$ cat src/rtl/nes_io_pkg.sv
// Shared constants and types for the NES controller port logic.
package nes_io_pkg;

  localparam logic [15:0] CONTROLLER1_ADDR = 16'h4016;
  localparam logic [15:0] CONTROLLER2_ADDR = 16'h4017;

  typedef enum logic [2:0] {
    LATCH,
    HIGH,
    LOW,
    COMMIT,
    WAIT
  } scan_state_e;

  function automatic int max_int(input int a, input int b);
    return (a > b) ? a : b;
  endfunction

endpackage

$ cat src/rtl/joypad_scanner.sv
// Autonomous pad scanner: latches the pads, clocks their bits out LSB first and
// publishes a complete snapshot once per poll period.
//
//  state  | meaning
//  -------+-------------------------------------------------------------
//  LATCH  | pad_latch high, pads parallel-load their buttons
//  HIGH   | pad_clk high; last cycle samples the current bit
//  LOW    | pad_clk low; the rising edge on exit advances the pads
//  COMMIT | working register becomes the published snapshot
//  WAIT   | idle until the poll period since LATCH entry has elapsed
module joypad_scanner
  import nes_io_pkg::*;
#(
  parameter int NUM_PADS    = 2,
  parameter int NUM_BITS    = 8,
  parameter int HALF_CYC    = 4,
  parameter int LATCH_CYC   = 12,
  parameter int POLL_PERIOD = 1000
) (
  input  logic                         clk,
  input  logic                         rst,
  input  logic [NUM_PADS-1:0]          pad_data_n,
  output logic [NUM_PADS-1:0]          pad_clk,
  output logic                         pad_latch,
  output logic [NUM_PADS*NUM_BITS-1:0] snapshot,
  output logic [NUM_PADS*NUM_BITS-1:0] snapshot_next,
  output logic                         commit
);

  localparam int CW = $clog2(max_int(LATCH_CYC, HALF_CYC) + 1);
  localparam int BW = $clog2(NUM_BITS);
  localparam int PW = $clog2(POLL_PERIOD + 1);

  scan_state_e state, state_next;

  logic [CW-1:0] phase_cnt;
  logic [BW-1:0] bit_idx;
  logic [PW-1:0] poll_cnt;
  logic          phase_done;
  logic          last_bit;

  logic [NUM_PADS-1:0][NUM_BITS-1:0] work;

  assign phase_done    = (phase_cnt == '0);
  assign last_bit      = (bit_idx == BW'(NUM_BITS - 1));
  assign snapshot_next = work;

  // Reset parks in WAIT with an expired poll timer, so LATCH follows immediately.
  always_ff @(posedge clk) begin
    if (rst) state <= WAIT;
    else     state <= state_next;
  end

  always_comb begin
    state_next = state;
    unique case (state)
      LATCH:   if (phase_done) state_next = HIGH;
      HIGH:    if (phase_done) state_next = LOW;
      LOW:     if (phase_done) state_next = last_bit ? COMMIT : HIGH;
      COMMIT:  state_next = WAIT;
      WAIT:    if (poll_cnt == '0) state_next = LATCH;
      default: state_next = WAIT;
    endcase
  end

  always_comb begin
    pad_latch = 1'b0;
    pad_clk   = '1;
    commit    = 1'b0;
    unique case (state)
      LATCH:   pad_latch = 1'b1;
      LOW:     pad_clk   = '0;
      COMMIT:  commit    = 1'b1;
      default: ;
    endcase
  end

  always_ff @(posedge clk) begin
    if (rst) begin
      phase_cnt <= '0;
      bit_idx   <= '0;
      poll_cnt  <= '0;
    end else begin
      if (state_next != state) begin
        unique case (state_next)
          LATCH:     phase_cnt <= CW'(LATCH_CYC - 1);
          HIGH, LOW: phase_cnt <= CW'(HALF_CYC - 1);
          default:   phase_cnt <= '0;
        endcase
      end else if (!phase_done) begin
        phase_cnt <= phase_cnt - 1'b1;
      end

      if (state == LATCH)                 bit_idx <= '0;
      else if (state == LOW && phase_done) bit_idx <= bit_idx + 1'b1;

      // Poll period is measured from LATCH entry, independent of scan length.
      if (state_next == LATCH && state != LATCH) poll_cnt <= PW'(POLL_PERIOD - 1);
      else if (poll_cnt != '0)                  poll_cnt <= poll_cnt - 1'b1;
    end
  end

  always_ff @(posedge clk) begin
    if (rst) begin
      work     <= '0;
      snapshot <= '0;
    end else begin
      if (state == HIGH && phase_done) begin
        for (int p = 0; p < NUM_PADS; p++) work[p][bit_idx] <= ~pad_data_n[p];
      end
      if (state == COMMIT) snapshot <= work;
    end
  end

endmodule

$ cat src/rtl/joypad_poller.sv
// NES controller port: CPU bus decode, strobe register and 4021-style CPU shift
// registers fed from the scanner's snapshot, so CPU reads never touch the pad wires.
module joypad_poller
  import nes_io_pkg::*;
#(
  parameter int NUM_PADS    = 2,
  parameter int NUM_BITS    = 8,
  parameter int HALF_CYC    = 4,
  parameter int LATCH_CYC   = 12,
  parameter int POLL_PERIOD = 1000
) (
  input  logic                         clk,
  input  logic                         rst,
  input  logic                         ph2_falling,
  input  logic [15:0]                  cpu_addr,
  input  logic                         cpu_rnw,
  input  logic                         cpu_data_in,
  output logic [7:0]                   cpu_data_out,
  input  logic [NUM_PADS-1:0]          pad_data_n,
  output logic [NUM_PADS-1:0]          pad_clk,
  output logic                         pad_latch,
  output logic [NUM_PADS*NUM_BITS-1:0] pad_state,
  output logic                         scan_done
);

  logic [NUM_PADS*NUM_BITS-1:0] snap_next;
  logic [NUM_PADS*NUM_BITS-1:0] load_src;
  logic                         commit;
  logic                         strobe;
  logic                         strobe_wr;
  logic                         sel1;
  logic                         sel2;
  logic                         pad1_d0;
  logic [NUM_PADS-1:0]          rd_sel;

  logic [NUM_PADS-1:0][NUM_BITS-1:0] sreg;

  joypad_scanner #(
    .NUM_PADS    (NUM_PADS),
    .NUM_BITS    (NUM_BITS),
    .HALF_CYC    (HALF_CYC),
    .LATCH_CYC   (LATCH_CYC),
    .POLL_PERIOD (POLL_PERIOD)
  ) u_scanner (
    .clk           (clk),
    .rst           (rst),
    .pad_data_n    (pad_data_n),
    .pad_clk       (pad_clk),
    .pad_latch     (pad_latch),
    .snapshot      (pad_state),
    .snapshot_next (snap_next),
    .commit        (commit)
  );

  assign scan_done = commit;
  assign sel1      = (cpu_addr == CONTROLLER1_ADDR);
  assign sel2      = (cpu_addr == CONTROLLER2_ADDR);
  assign strobe_wr = ph2_falling & ~cpu_rnw & sel1;
  assign rd_sel[0] = cpu_rnw & sel1;

  // A strobe release landing on the COMMIT cycle takes the fresh snapshot.
  assign load_src = commit ? snap_next : pad_state;

  generate
    if (NUM_PADS > 1) begin : g_pad1
      assign rd_sel[1] = cpu_rnw & sel2;
      assign pad1_d0   = sreg[1][0];
    end else begin : g_no_pad1
      assign pad1_d0 = 1'b0;
    end
  endgenerate

  always_ff @(posedge clk) begin
    if (rst)            strobe <= 1'b0;
    else if (strobe_wr) strobe <= cpu_data_in;
  end

  always_ff @(posedge clk) begin
    if (rst) begin
      sreg <= '1;
    end else begin
      for (int p = 0; p < NUM_PADS; p++) begin
        if (strobe_wr && strobe)
          sreg[p] <= load_src[p*NUM_BITS +: NUM_BITS];
        else if (strobe)
          sreg[p] <= pad_state[p*NUM_BITS +: NUM_BITS];
        else if (ph2_falling && rd_sel[p])
          sreg[p] <= {1'b1, sreg[p][NUM_BITS-1:1]};
      end
    end
  end

  always_ff @(posedge clk) begin
    if (rst)                   cpu_data_out <= 8'd0;
    else if (ph2_falling)      cpu_data_out <= 8'd0;
    else if (rd_sel[0])        cpu_data_out <= {7'd0, sreg[0][0]};
    else if (cpu_rnw && sel2)  cpu_data_out <= {7'd0, pad1_d0};
    else                       cpu_data_out <= 8'd0;
  end

endmodule

$ cat config.mk
export PLATFORM = sky130hd
export DESIGN_NAME = joypad_poller
export DESIGN_NICKNAME = d
export VERILOG_FILES = /design/src/rtl/nes_io_pkg.sv /design/src/rtl/joypad_scanner.sv /design/src/rtl/joypad_poller.sv
export SDC_FILE = /design/constraint.sdc
export NUM_CORES = 1
export LEC_CHECK = 0
export CORE_MARGIN = 2
export CORE_UTILIZATION = 35
export DETAILED_ROUTE_END_ITERATION = 12
export PLACE_DENSITY = 0.65
export SYNTH_ARGS = -nofsm -noshare
export SYNTH_HDL_FRONTEND = slang
export SYNTH_SLANG_ARGS = --single-unit
$ cat constraint.sdc
create_clock -name clk -period 5.1 [get_ports clk]
set_clock_uncertainty 0.15 [all_clocks]
set_input_delay 0.51 -clock clk [delete_from_list [all_inputs] [get_ports clk]]
set_output_delay 0.51 -clock clk [all_outputs]
set_load 0.05 [all_outputs]
==> summary.txt <==
Synth
  – Multiplexer area fraction after synthesis: 0.0994
  – Compound-Gate Fraction of Synth Area: 0.137
  – Post-Synthesis Cells: 387
  – Largest family of logic cells by synthesized area: simple AND/OR/NAND/NOR gates
  – Ys flop type: dfxtp_1
  – Synth area leaders: dfxtp_1 42%, mux2i_1 9.9%, nand2_1 6.2%
  – Post-synth top cells: 70 x dfxtp_1, 55 x nand2_1, 37 x nor2_1, 33 x mux2i_1, 28 x a21oi_1
  – Fraction of registers with async set/reset: 0
  – Yosys top cell area share: 0.422
  – Area leader, netlist: dfxtp_1
  – Count leader, synth: dfxtp_1
  – Sequential fraction of the synthesis area: 0.422
  – Post-Synth Simple-Gate Area: 0.248
  – Number of flops mapped to enable cells by yosys: 0
  – Avg Cell Area, Syn: 8.59 um^2
  – Yosys reg bits: 70
  – Yosys cell types: 46
  – Synthesis Warnings: 0
  – Syn Std Cell Area: 3320 um^2
  – Post-Synth Adder-Cell Area: 0.0151
  – Post-Synth XOR/XNOR Area: 0.0184

Route
  – Number of remaining DRC errors: 0
  – 1st-iter DRT viols: 118
  – TritonRoute pass-1 iters: 4
  – Per-cell routed wire length: 13.4 um
  – Post-Route WL: 7420 um
  – Via Count: 2,764
  – Post-route ant nets: 0
  – Via density: 5.00

Worst setup path
  – Startpoint Class: flip-flop
  – Worst Setup End Kind: output pin
  – Cell breakdown of the critical path: nand2b_4 > or2_1 > clkinv_1 > clkdlybuf4s50_1
  – Crit Path Category: reg -> out
  – Worst Path Arrival: 2970 ps
  – CP required: 4440 ps
  – Max stage delay cell, worst path: clkdlybuf4s50_1
  – Slowest stage delay, CP: 850 ps
  – CP max FO: 18

Placement
  – Buffers added on ports: 43
  – Dpl ws: 1840 ps
  – Hpwl dp: 5470 um
  – Global placer's final weighted congestion: 0.842

STA
  – Final slew viol count: 0
  – Final worst slack: 1470 ps
  – Fmax: 276 MHz
  – Minimum clock period: 3630 ps
  – Final setup fails: 0
  – Total Neg Setup Slack: 0 ps
  – RSZ-0062 raised after global routing: no
  – Fin crit share: 0.711
  – Final hold vios: 0
  – Slew HR: 0.309
  – Hold_ws: 320 ps
  – Slew @ Worst Pin: 1030 ps

CTS
  – Num Clock Sinks: 70
  – Clk buf depth: 2
  – Number of H-tree levels: 3
  – Clock latency on the worst-skew pair: 340 ps
  – Setup bufs post-CTS: 0
  – Cts bufs inserted: 9
  – Root Buffer: clkbuf_8
  – Clock transition at path regs: 80 ps
  – Post-CTS Resized: 0
  – Clock tree from TritonCTS: built
  – Hold buffers post-CTS: 0

Floorplan
  – Die width: 101 um
  – Die Y: 101 um
  – Ports: 51
  – Core area: 9240 um^2
  – Total die area: 10,300 um^2
  – Std-Cell Rows: 35
  – Initial Util: 0.360

Cells and area
  – Area Overhead vs Synth: 20.2%
  – Share of cells above drive strength 1: 0.0542
  – Antenna diodes: 0
  – Nets: 446
  – Fillers: 908

Global route
  – GRT Total Usage: 0.148
  – Largest net degree at the start of global routing: 48
  – Antenna violations before repair: 0
  – Overflow left after global routing: 0
  – Vias in the first global route: 2,460
  – Global-route wire length before repair: 12,000 um

Power
  – Total power: 1.57 mW
  – Power Dens Cells: 394 nW/um^2
  – Worst IR Drop VDD: 0.000313 V
  – Leakage Power: 1.46 nW

Run status
  – Status: completed

Min path
  – HP Class: reg -> reg

Flow run
  – Max-cap check violation count: 0
==> registers in the layout (all words and copies together) (netlist names) <==
| register | cells |
|---|---|
| cpu_data_out | 1 |
| pad1_d0 | 1 |
| sreg | 15 |
| strobe | 1 |
| u_scanner.bit_idx | 3 |
| u_scanner.phase_cnt | 4 |
| u_scanner.poll_cnt | 10 |
| u_scanner.snapshot | 16 |
| u_scanner.snapshot_next | 16 |
| u_scanner.state | 3 |
==> worst max-delay path, delay by kind of cell (launching register included) <==
kind / cells / cell delay [ps]
AND/OR/NAND/NOR: 2 / 720
buffers and inverters: 2 / 1440
flip-flops: 1 / 470
==> logic make-up after synthesis <==
| group | count (synthesis) |
|---|---|
| compound gates | 71 |
| xor+xnor | 7 |
| fa+ha+maj | 4 |
| buf+inv | 37 |
| flops | 70 |
| mux | 33 |
| other cells | 1 |
| simple gates | 164 |
==> path summary, 6_finish.rpt <==
| check | startpoint | endpoint | slack, ps | cells after the start |
|---|---|---|---|---|
| max | u_scanner.state[2] | scan_done | 1470 | 4 |
| min reg2reg | sreg[2] | sreg[1] | 320 | 1 |
| max reg2reg | u_scanner.state[0] | sreg[1] | 2380 | 5 |
| min | sreg[2] | sreg[1] | 320 | 1 |
==> report_power, final <==
part	leakage [nW]	internal, mW	switching [mW]	total (mW)
sequential	0.568	0.599	0.0568	0.656
clock	0.110	0.290	0.207	0.497
combinational	0.784	0.184	0.238	0.422
total	1.46	1.07	0.502	1.57
==> metrics by stage <==
| stage | cells | utilization | area, um^2 |
|---|---|---|---|
| after detailed placement | 537 | 0.408 | 3770 |
| final | 553 | 0.432 | 4000 |
| after floorplan | 393 | - | 3350 |
| after global placement | 537 | 0.408 | 3770 |
| after CTS | 553 | 0.432 | 4000 |
| after global routing | 553 | 0.432 | 4000 |
==> layout by cell type, fill, tap and decap left out, types with 3 or more instances in the layout <==
cell / instances
dfxtp_1: 70
nand2_1: 55
clkdlybuf4s50_1: 42
nor2_1: 37
mux2i_1: 33
a21oi_1: 28
nor3_1: 23
a211oi_1: 14
clkbuf_8: 10
nand3_1: 9
a22oi_1: 9
inv_1: 7
o21ai_0: 7
a211o_1: 7
conb_1: 7
nor4_1: 6
nor3b_1: 5
xor2_1: 4
ha_1: 4
and3b_1: 3
and3_1: 3
xnor2_1: 3
==> routing by layer <==
metal / track usage / vias up / share of wire
li1: - / 1427 / -
met1: 0.211 / 1265 / 0.50
met2: 0.218 / 60 / 0.43
met3: 0.0283 / 12 / 0.043
met4: 0.0655 / 0 / 0.017
met5: 0 / - / 0
==> layout make-up <==
| class | count | area (um^2) | area share |
|---|---|---|---|
| clock inverters | 5 | 81.3 | 0.0204 |
| clock buffers | 11 | 141 | 0.0354 |
| repair buffers | 44 | 433 | 0.108 |
| multi-input cells | 286 | 1750 | 0.437 |
| flip-flops and latches | 70 | 1400 | 0.351 |
| inverters | 8 | 30.0 | 0.00752 |
| well taps | 129 | 161 | 0.0404 |
Note: power is estimated with default switching activity, not from simulation.
